===== src/rtl/axil_gpio_pkg.sv =====
// Shared constants and state types for the AXI-lite GPIO responder.
// Register offsets are word indices taken from addr[3:2].
package axil_gpio_pkg;

  localparam logic [1:0] OFF_OUT = 2'd0;
  localparam logic [1:0] OFF_IN  = 2'd1;
  localparam logic [1:0] OFF_SET = 2'd2;
  localparam logic [1:0] OFF_CLR = 2'd3;

  localparam logic [1:0] RESP_OKAY   = 2'b00;
  localparam logic [1:0] RESP_SLVERR = 2'b10;

  typedef enum logic [1:0] {
    W_IDLE = 2'd0,
    W_EXEC = 2'd1,
    W_RESP = 2'd2
  } wr_state_e;

  typedef enum logic {
    R_IDLE = 1'b0,
    R_DATA = 1'b1
  } rd_state_e;

  // Expands the four byte strobes into a 32-bit bit mask.
  function automatic logic [31:0] strb_mask(input logic [3:0] strb);
    logic [31:0] m;
    for (int i = 0; i < 4; i++) begin
      m[8*i +: 8] = {8{strb[i]}};
    end
    return m;
  endfunction

endpackage


===== src/rtl/gpio_input_sync.sv =====
// Two-flop synchroniser bringing the asynchronous GPIO pins into the bus clock domain.
module gpio_input_sync #(
  parameter int GPIO_W = 8
) (
  input  logic              clk,
  input  logic              rst_n,
  input  logic [GPIO_W-1:0] async_i,
  output logic [GPIO_W-1:0] sync_o
);

  logic [GPIO_W-1:0] meta_q;
  logic [GPIO_W-1:0] sync_q;

  // NOTE: non-blocking assignments make both stages sample their old inputs on the same edge.
  always_ff @(posedge clk or negedge rst_n) begin
    if (!rst_n) begin
      meta_q <= '0;
      sync_q <= '0;
    end else begin
      meta_q <= async_i;
      sync_q <= meta_q;
    end
  end

  assign sync_o = sync_q;

endmodule


===== src/rtl/axil_gpio_responder.sv =====
// AXI-lite leaf endpoint: GPIO output register with set/clear aliases and a synchronised input view.
// Write and read channels run independent state machines; one transaction outstanding on each.
module axil_gpio_responder
  import axil_gpio_pkg::*;
#(
  parameter logic [31:0]       BASE_ADDR = 32'h43C0_1000,
  parameter int                GPIO_W    = 8,
  parameter logic [GPIO_W-1:0] OUT_RESET = '0
) (
  input  logic              clock,
  input  logic              reset,
  input  logic [31:0]       awaddr,
  input  logic              awvalid,
  output logic              awready,
  input  logic [31:0]       wdata,
  input  logic [3:0]        wstrb,
  input  logic              wvalid,
  output logic              wready,
  output logic [1:0]        bresp,
  output logic              bvalid,
  input  logic              bready,
  input  logic [31:0]       araddr,
  input  logic              arvalid,
  output logic              arready,
  output logic [31:0]       rdata,
  output logic [1:0]        rresp,
  output logic              rvalid,
  input  logic              rready,
  input  logic [GPIO_W-1:0] gpio_in,
  output logic [GPIO_W-1:0] gpio_out
);

  wr_state_e         w_state_q, w_state_d;
  logic              aw_held_q, aw_held_d, w_held_q, w_held_d;
  logic [31:0]       awaddr_q, awaddr_d, wdata_q, wdata_d;
  logic [3:0]        wstrb_q, wstrb_d;
  logic              awready_q, awready_d, wready_q, wready_d;
  logic [1:0]        bresp_q, bresp_d;
  logic [GPIO_W-1:0] gpio_out_q, gpio_out_d;

  rd_state_e         r_state_q, r_state_d;
  logic              arready_q, arready_d;
  logic [31:0]       rdata_q, rdata_d;
  logic [1:0]        rresp_q, rresp_d;

  logic [GPIO_W-1:0] gpio_in_sync;
  logic [31:0]       out_ext, in_ext, next_ext;
  logic              unused_bits;

  gpio_input_sync #(.GPIO_W(GPIO_W)) u_sync (
    .clk     (clock),
    .rst_n   (reset),
    .async_i (gpio_in),
    .sync_o  (gpio_in_sync)
  );

  always_comb begin
    out_ext             = '0;
    out_ext[GPIO_W-1:0] = gpio_out_q;
    in_ext              = '0;
    in_ext[GPIO_W-1:0]  = gpio_in_sync;
  end

  // NOTE: every signal driven here gets a default first so no path leaves one unassigned (no latches).
  always_comb begin
    w_state_d  = w_state_q;
    aw_held_d  = aw_held_q;
    w_held_d   = w_held_q;
    awaddr_d   = awaddr_q;
    wdata_d    = wdata_q;
    wstrb_d    = wstrb_q;
    bresp_d    = bresp_q;
    next_ext   = out_ext;
    gpio_out_d = gpio_out_q;
    unique case (w_state_q)
      W_IDLE: begin
        if (awvalid && awready_q) begin
          aw_held_d = 1'b1;
          awaddr_d  = awaddr;
        end
        if (wvalid && wready_q) begin
          w_held_d = 1'b1;
          wdata_d  = wdata;
          wstrb_d  = wstrb;
        end
        if (aw_held_d && w_held_d) w_state_d = W_EXEC;
      end
      W_EXEC: begin
        bresp_d = RESP_OKAY;
        if (awaddr_q[31:4] != BASE_ADDR[31:4]) begin
          bresp_d = RESP_SLVERR;
        end else begin
          case (awaddr_q[3:2])
            OFF_OUT: next_ext = (out_ext & ~strb_mask(wstrb_q)) | (wdata_q & strb_mask(wstrb_q));
            OFF_IN:  bresp_d  = RESP_SLVERR;
            OFF_SET: next_ext = out_ext | wdata_q;
            default: next_ext = out_ext & ~wdata_q;
          endcase
        end
        gpio_out_d = next_ext[GPIO_W-1:0];
        w_state_d  = W_RESP;
      end
      W_RESP: begin
        if (bready) begin
          aw_held_d = 1'b0;
          w_held_d  = 1'b0;
          w_state_d = W_IDLE;
        end
      end
      default: w_state_d = W_IDLE;
    endcase
    // Readies are registered so they read 0 while reset is held.
    awready_d = (w_state_d == W_IDLE) && !aw_held_d;
    wready_d  = (w_state_d == W_IDLE) && !w_held_d;
  end

  always_comb begin
    r_state_d = r_state_q;
    rdata_d   = rdata_q;
    rresp_d   = rresp_q;
    unique case (r_state_q)
      R_IDLE: begin
        if (arvalid && arready_q) begin
          r_state_d = R_DATA;
          rdata_d   = '0;
          rresp_d   = RESP_OKAY;
          if (araddr[31:4] != BASE_ADDR[31:4]) rresp_d = RESP_SLVERR;
          else if (araddr[3:2] == OFF_OUT)     rdata_d = out_ext;
          else if (araddr[3:2] == OFF_IN)      rdata_d = in_ext;
        end
      end
      R_DATA: if (rready) r_state_d = R_IDLE;
      default: r_state_d = R_IDLE;
    endcase
    arready_d = (r_state_d == R_IDLE);
  end

  always_ff @(posedge clock or negedge reset) begin
    if (!reset) begin
      w_state_q  <= W_IDLE;
      aw_held_q  <= 1'b0;
      w_held_q   <= 1'b0;
      awaddr_q   <= '0;
      wdata_q    <= '0;
      wstrb_q    <= '0;
      awready_q  <= 1'b0;
      wready_q   <= 1'b0;
      bresp_q    <= RESP_OKAY;
      gpio_out_q <= OUT_RESET;
    end else begin
      w_state_q  <= w_state_d;
      aw_held_q  <= aw_held_d;
      w_held_q   <= w_held_d;
      awaddr_q   <= awaddr_d;
      wdata_q    <= wdata_d;
      wstrb_q    <= wstrb_d;
      awready_q  <= awready_d;
      wready_q   <= wready_d;
      bresp_q    <= bresp_d;
      gpio_out_q <= gpio_out_d;
    end
  end

  always_ff @(posedge clock or negedge reset) begin
    if (!reset) begin
      r_state_q <= R_IDLE;
      arready_q <= 1'b0;
      rdata_q   <= '0;
      rresp_q   <= RESP_OKAY;
    end else begin
      r_state_q <= r_state_d;
      arready_q <= arready_d;
      rdata_q   <= rdata_d;
      rresp_q   <= rresp_d;
    end
  end

  assign awready  = awready_q;
  assign wready   = wready_q;
  assign bresp    = bresp_q;
  assign bvalid   = (w_state_q == W_RESP);
  assign arready  = arready_q;
  assign rdata    = rdata_q;
  assign rresp    = rresp_q;
  assign rvalid   = (r_state_q == R_DATA);
  assign gpio_out = gpio_out_q;

  // Byte-lane address bits and bits above GPIO_W carry no meaning here.
  assign unused_bits = ^{next_ext, awaddr_q[1:0], araddr[1:0]};

endmodule


===== config.mk =====
export PLATFORM = sky130hd
export DESIGN_NAME = axil_gpio_responder
export DESIGN_NICKNAME = d
export VERILOG_FILES = /design/src/rtl/axil_gpio_pkg.sv /design/src/rtl/gpio_input_sync.sv /design/src/rtl/axil_gpio_responder.sv
export SDC_FILE = /design/constraint.sdc
export NUM_CORES = 1
export LEC_CHECK = 0
export BUFFER_PORTS_ARGS = -buffer_cell sky130_fd_sc_hd__buf_2
export CAP_MARGIN = 20
export CORE_ASPECT_RATIO = 0.5
export CORE_MARGIN = 10
export CORE_UTILIZATION = 45
export CTS_CLUSTER_DIAMETER = 50
export DETAILED_ROUTE_END_ITERATION = 8
export PLACE_DENSITY_LB_ADDON = 0.25
export REMOVE_ABC_BUFFERS = 1
export SYNTH_ARGS = -nofsm -noshare
export SYNTH_HDL_FRONTEND = slang
export SYNTH_HIERARCHICAL = 1
export SYNTH_SLANG_ARGS = --single-unit

===== constraint.sdc =====
create_clock -name clock -period 1.9 [get_ports clock]
set_input_delay 0.38 -clock clock [delete_from_list [all_inputs] [get_ports clock]]
set_output_delay 0.38 -clock clock [all_outputs]
set_load 0.03 [all_outputs]

==> impl_results.md, run 1 <==
- Pin count of the biggest net entering global routing: 39
- First-pass GRT wire length: 11900 µm
- Crit-path max FO: 9
- Final worst path period need: 1762 ps
- Post-Synthesis Cells: 267
- Max frequency: 567.7 MHz
- Setup TNS: 0 ps
- Kind of end point of the critical path: flip-flop
- Critical Path AT: 1970 ps
- Most common cell in the netlist: dfrtp_1
- Critical path's largest stage delay: 370 ps
- Outcome: completed
- Post-route ant nets: 0
- EDFF count, synth: 0
- RSZ-0062 raised after global routing: false
- HPWL after detailed placement: 6198 µm
- Psw: 1.693 mW
- Clock Sinks: 81
- Initial DRC count: 117
- Dpl cells: 461
- Clk root buf: clkbuf_16
- Seq/Total Area, Yosys: 58.32%
- Finish-stage setup viols: 0
- CP delay by family, top: simple AND/OR/NAND/NOR gates
- Reg area: 2027 µm²
- Cell row count: 22
- Int Power: 4.140 mW
- Setup Skew: 3.847 ps
- Fraction of registers with async set/reset: 100.0%
- Slowest CP cell: dfrtp_1
- DRC: 0
- Main area contributors after synthesis: dfrtp_1 58%, mux2_2 15%, buf_4 5.6%, o31ai_2 2.9%, mux2i_1 2.6%
- ANT cells: 0
- Initial Utilization: 46.94%
- Pwr Density: 1343 nW/µm²
- Post-DR vias/cell: 4.962
- Post-synth top cells: 81 x dfrtp_1, 45 x mux2_2, 26 x buf_4
- Cell type with the largest total area after synthesis: dfrtp_1
- CTS Buffer Depth: 2
- Final WL: 7934 µm
- Sequential share of power: 45.1%
- Final hold viol count: 0
- Die height: 82.15 µm
- Synth top area share: 58.32%
- CP Buf/Inv Count: 1
- Pleak: 2.121 nW
- Syn. warnings: 6
- CTS clk-pin slew, worst paths: 50 ps
- Depth of the CTS H-tree: 3
- Grt ovf: 0
- Hold buffer count at cts: 0
- Die area: 11850 µm²
- R2R cell count: 5
- Cell Area, Synth: 3476 µm²
- Core ar.: 7405 µm²
- Critical R2R Launch: awaddr_q[5]$_DFFE_PN0P_
- Post-cts resize count: 0
- DR WL/cell: 16.63 µm
- Main synth FF type: dfrtp_1
- # fillers: 599
- Yosys reg bits: 81
- Crit path cell chain: nor4b_1 -> nand4_1 -> nor3_2 -> buf_4 -> mux2_2
- Postcts setup bufs: 0
- Non-Filler Instances: 477
- Final nets: 491
- Crit path kind: flip-flop to flip-flop
- IO Port Bufs: 106
- Reg2Reg Setup Slack: 140 ps
- TritonCTS clock tree: yes
- Sw Ratio: 29.03%
- Area taken by multi-input logic gates: 1269 µm²
- Via Count: 2367
- Placer congestion estimate: 0.8011
- All-Layer GR Usage: 12.75%
- Min-delay worst type: input port to asynchronous set/reset pin
- Num ports: 164
- Maximum VDD drop: 0.0008445 V
- Final period utilization: 92.71%
- Comb pwr share: 25.1%
- Critical path required time: 2110 ps
- Syn avg cell area: 13.02 µm²
- Power share of the clock group: 29.8%
- Reg2reg end: gpio_out[2]$_DFFE_PN0P_
- TritonRoute pass-1 iters: 4
- Max-cap check violation count: 0
- Vias in the first global route: 2509
- Initial antenna violation count: 0
- Max Transition Viols Final: 0
- Area growth from synthesis to layout: 24.95%
- Worst-Skew Late Latency: 330 ps
- Number of CTS-inserted buffers: 9
- Ratio of cells with drive above 1 in the final layout: 47.24%
- Die width: 144.3 µm
- Hold slack: 15.78 ps
- Worst setup SP type: flip-flop
- Synth unique cells: 34
-- power by group through the flow --
stage               Sequential, mW  Combinational [mW]  Clock, mW
floorplan                     2.61                1.03          0
global placement              2.61                1.40          0
detailed placement            2.66                1.47          0
CTS                           2.63                1.48       1.79
global route                  2.70                1.61       1.87
finish                        2.63                1.46       1.74
-- worst reg2reg max path, stage by stage, from the launching register on --
cell	delay, ps
dfrtp_1	370
nor4b_1	340
nand4_1	180
nor3_2	200
buf_4	210
mux2_2	360
-- through the flow --
step | total power [mW] | cell area (µm²) | setup slack, ps | util, %
2_1_floorplan | 3.640 | 3318 | -35.29 | -
3_3_place_gp | 4.008 | 4034 | -34.32 | 54.48
3_5_place_dp | 4.132 | 4034 | -91.56 | 54.48
4_1_cts | 5.898 | 4343 | 94.34 | 58.65
5_1_grt | 6.182 | 4343 | 5.178 | 58.65
6_report | 5.833 | 4343 | 138.4 | 58.65
-- flip-flops by register name (all words and copies together), names as in the netlist --
name           count
rresp              1
rvalid             1
w_state_q          2
rdata              8
wstrb_q            1
bresp              1
u_sync/meta_q      8
u_sync/sync_o      8
awready            1
gpio_out           8
w_held_q           1
aw_held_q          1
awaddr_q          30
wready             1
arready            1
wdata_q            8
-- worst max-delay path by stage --
stage | start | to | slack (ps) | cells past startpoint
after floorplan | w_state_q[1]$_DFF_PN0_ | awaddr_q[10]$_DFFE_PN0P_ | -40 | 3
after global placement | araddr[29] | rdata[7]$_DFFE_PN0P_ | -30 | 4
after detailed placement | araddr[29] | rdata[7]$_DFFE_PN0P_ | -90 | 4
after CTS | awaddr_q[5]$_DFFE_PN0P_ | gpio_out[2]$_DFFE_PN0P_ | 90 | 5
after global routing | awaddr_q[5]$_DFFE_PN0P_ | gpio_out[7]$_DFFE_PN0P_ | 5 | 5
final | awaddr_q[5]$_DFFE_PN0P_ | gpio_out[2]$_DFFE_PN0P_ | 140 | 5
-- cell usage in the layout (no fill, tap or decap) --
master	instances
a221oi_1	7
a21oi_1	4
clkbuf_16	9
dfrtp_1	81
mux2_2	45
or4_4	1
nor2b_1	2
nor3_2	1
and4b_1	1
or4b_1	1
nand4_1	3
nand2_1	11
conb_1	26
nand2b_1	2
clkbuf_1	2
o21ai_0	3
a21o_1	2
a22o_1	1
mux2i_1	9
o31ai_2	8
inv_1	6
buf_12	2
nor4_1	6
nor4b_1	4
and3_1	2
nand3_1	2
a21boi_0	1
buf_4	4
nor2_1	15
nor4bb_1	1
clkinv_2	1
nor3_1	1
o22ai_1	7
buf_2	105
clkbuf_8	3
bufinv_16	1
a221o_1	1
-- metal layers --
layer,wire length [µm],part of all wire [%],global-route usage [%],vias to the layer above
met5,0,0,0,-
li1,-,-,-,1124
met3,660,8.3,4.613,11
met4,129,1.6,4.709,0
met2,4073,51,22.55,78
met1,3070,39,14.14,1154
-- kinds of logic after synthesis --
group / Yosys count / synth area share (%)
compound gates: 34 / 8.099
mux: 54 / 17.17
simple gates: 53 / 8.423
other cells: 1 / 0.1079
buf+inv: 44 / 7.883
flops: 81 / 58.32
-- area by class of cell --
| type | count | share of cell area [%] |
|---|---|---|
| Clock buffer | 14 | 6.309 |
| Inverter | 6 | 0.5186 |
| Multi-Input combinational cell | 167 | 29.21 |
| Timing Repair Buffer | 111 | 13.71 |
| Sequential cell | 81 | 46.67 |
| Clock inverter | 2 | 0.8067 |
| Tap cell | 96 | 2.766 |
(Power assumes the default switching activity.)
==> run 2, diff against run 1 <==
CORE_UTILIZATION = 42   (was 45)
clock period = 1.5 ns   (was 1.9 ns; I/O delays follow)
==> impl_results.md, run 2 (synthesis gave the netlist of run 1 again) <==
- Outcome: finished with violations
- Failing checks: setup timing
- # fillers: 682 (+14%)
- Num ports: 164 (unchanged)
- Critical Path AT: 1900 ps (-70 ps)
- Depth of the CTS H-tree: 3 (unchanged)
- Finish-stage setup viols: 13 (+13)
- Initial Utilization: 43.29% (-3.7 points)
- Setup Skew: 6.253 ps (+2.406 ps)
- Setup TNS: -1434 ps (-1434 ps)
- Clock Sinks: 81 (unchanged)
- Via Count: 2559 (+8.1%)
- Initial antenna violation count: 0 (unchanged)
- Kind of end point of the critical path: flip-flop
- Initial DRC count: 141 (+21%)
- Most common cell after layout, fill and taps aside: buf_2
- Largest register FFs: 30 (unchanged)
- Pleak: 2.240 nW (+5.6%)
- Die height: 84.33 µm (+2.7%)
- HPWL after detailed placement: 6764 µm (+9.1%)
- Area growth from synthesis to layout: 34.77%
- Commonest non-fill, non-tap cells in the layout: 103 x buf_2, 79 x dfrtp_1, 44 x mux2_2
- CTS clk-pin slew, worst paths: 60 ps (about the same)
- Grt met1 use: 14.12% (about the same)
- Ratio of cells with drive above 1 in the final layout: 53.88% (+6.6 points)
- Final WS setup: -186.3 ps (-324.7 ps)
- Critical path's largest stage delay: 380 ps (about the same)
- Die area: 12530 µm² (+5.8%)
- Fin util: 58.35% (-0.31 points)
- Final period utilization: 112.4% (+20 points)
- Final nets: 509 (+3.7%)
- Number of CTS-inserted buffers: 9 (unchanged)
- Worst setup SP type: flip-flop
- IO Port Bufs: 106 (unchanged)
- Post-route ant nets: 0 (unchanged)
- Crit path cell chain: nor4b_2 -> nand4_1 -> nor3_2 -> buf_6 -> mux2_2
- Post-DR vias/cell: 5.008 (+0.92%)
- Largest Register: awaddr_q
- Slowest CP cell: dfrtp_1
- All-Layer GR Usage: 14.10% (+1.3 points)
- Max frequency: 593.0 MHz (+4.5%)
- Setup Slack @ Placement: -407.7 ps (-316.2 ps)
- RSZ-0062 raised after global routing: true
- Grt ovf: 0 (unchanged)
- Crit path kind: flip-flop to flip-flop
- Placer congestion estimate: 0.9130 (+14%)
- DR WL/cell: 18.16 µm (+9.2%)
- Worst-Skew Late Latency: 330 ps (about the same)
- DRC: 0 (unchanged)
- Maximum VDD drop: 0.0007802 V (-7.6%)
- Critical path required time: 1710 ps (-400 ps)
- ANT cells: 0 (unchanged)
- Grt peak-use layer: met2
- Reg2Reg Setup Slack: -190 ps (-320 ps)
- First-pass GRT wire length: 14110 µm (+19%)
- TritonCTS clock tree: yes
- Pwr Density: 1665 nW/µm² (+24%)
- Cell row count: 23 (+4.5%)
- CTS Buffer Depth: 2 (unchanged)
- Die width: 148.7 µm (+3.0%)
- Met2 Track Usage GR: 26.84% (+4.3 points)
- Max Transition Viols Final: 0 (unchanged)
- Min-delay worst type: input port to flip-flop
- Met3 Use GR: 4.657% (+0.045 points)
- Final hold viol count: 0 (unchanged)
- TritonRoute pass-1 iters: 4 (unchanged)
- Final WL: 9279 µm (+17%)
- Clk root buf: clkbuf_16
- Crit-path max FO: 9 (unchanged)
- Max-cap check violation count: 0 (unchanged)
- Pin count of the biggest net entering global routing: 31 (-21%)
- Final worst path period need: 1686 ps (-75.31 ps)
- Core ar.: 8029 µm² (+8.4%)
- Vias in the first global route: 2761 (+10%)
[run 2: changes by cell type in the layout (fill, tap and decap cells not counted), moves of 3 or more]
cell     change
o31ai_4      +3
buf_6        +3
nor4b_2      +3
nor4b_1      -3
nor4_2       +5
nor4_1       -5
buf_4       +11
o31ai_2      -3
[run 2: report_power, final]
part           switching, mW  total, mW  internal (mW)
Clock                  0.799       2.09           1.30
Combinational           1.08       2.37           1.29
Sequential             0.483       3.34           2.86
Total                   2.36       7.80           5.44
[run 2: area by class of cell]
class                      count  area [µm²]  area share, %
clock buffer                  14       284.0          6.063
clock inverter                 2       10.01         0.2137
inverter                       6       22.52         0.4808
multi-input combinational    168        1394          29.75
sequential                    81        2029          43.32
tap                          112       140.1          2.991
timing repair buffer         128       804.5          17.17
[run 2: per-stage QoR]
| step | instances | cell area (µm²) | hold slack, ps | total power, mW |
|---|---|---|---|---|
| finish | 511 | 4684 | 72.19 | 7.802 |
| CTS | 506 | 4544 | 61.56 | 7.666 |
| detailed placement | 483 | 4124 | 260.4 | 5.374 |
| global route | 511 | 4684 | 60.09 | 8.246 |
| floorplan | 254 | 3318 | 4.409 | 4.611 |
| global placement | 483 | 4124 | 256.6 | 5.212 |
[run 2: worst max-delay path, delay by kind of cell, from the launching register on]
kind                   cells  cell delay (ps)
muxes                      1              340
buffers and inverters      1              170
and+or+nand+nor            3              680
DFF                        1              380
[run 2: routing by layer]
layer / wire length (µm) / vias to the layer above
li1: - / 1167
met1: 3563 / 1279
met2: 4903 / 101
met3: 666 / 12
met4: 145 / 0
met5: 0 / -
[run 2: path summary, 6_finish.rpt]
| check | from | depth (start not counted) | end |
|---|---|---|---|
| setup / recovery | awaddr_q[28]$_DFFE_PN0P_ | 5 | gpio_out[4]$_DFFE_PN0P_ |
| hold / removal | gpio_in[2] | 1 | u_sync/meta_q[2]$_DFF_PN0_ |
| setup reg to reg | awaddr_q[28]$_DFFE_PN0P_ | 5 | gpio_out[4]$_DFFE_PN0P_ |
| hold reg to reg | u_sync/meta_q[1]$_DFF_PN0_ | 0 | u_sync/sync_o[1]$_DFF_PN0_ |
| max in group asynchronous | reset | 3 | u_sync/sync_o[4]$_DFF_PN0_ |
| min in group asynchronous | reset | 2 | awready$_DFF_PN0_ |
[run 2: timing repair]
item	CTS	global route
cloned	2	1
hold buffers	1	0
setup buffers	4	4
gates resized for setup	13	18
pin swaps	11	5
setup endpoints to repair	57	58
endpoints found under the hold margin	28	0
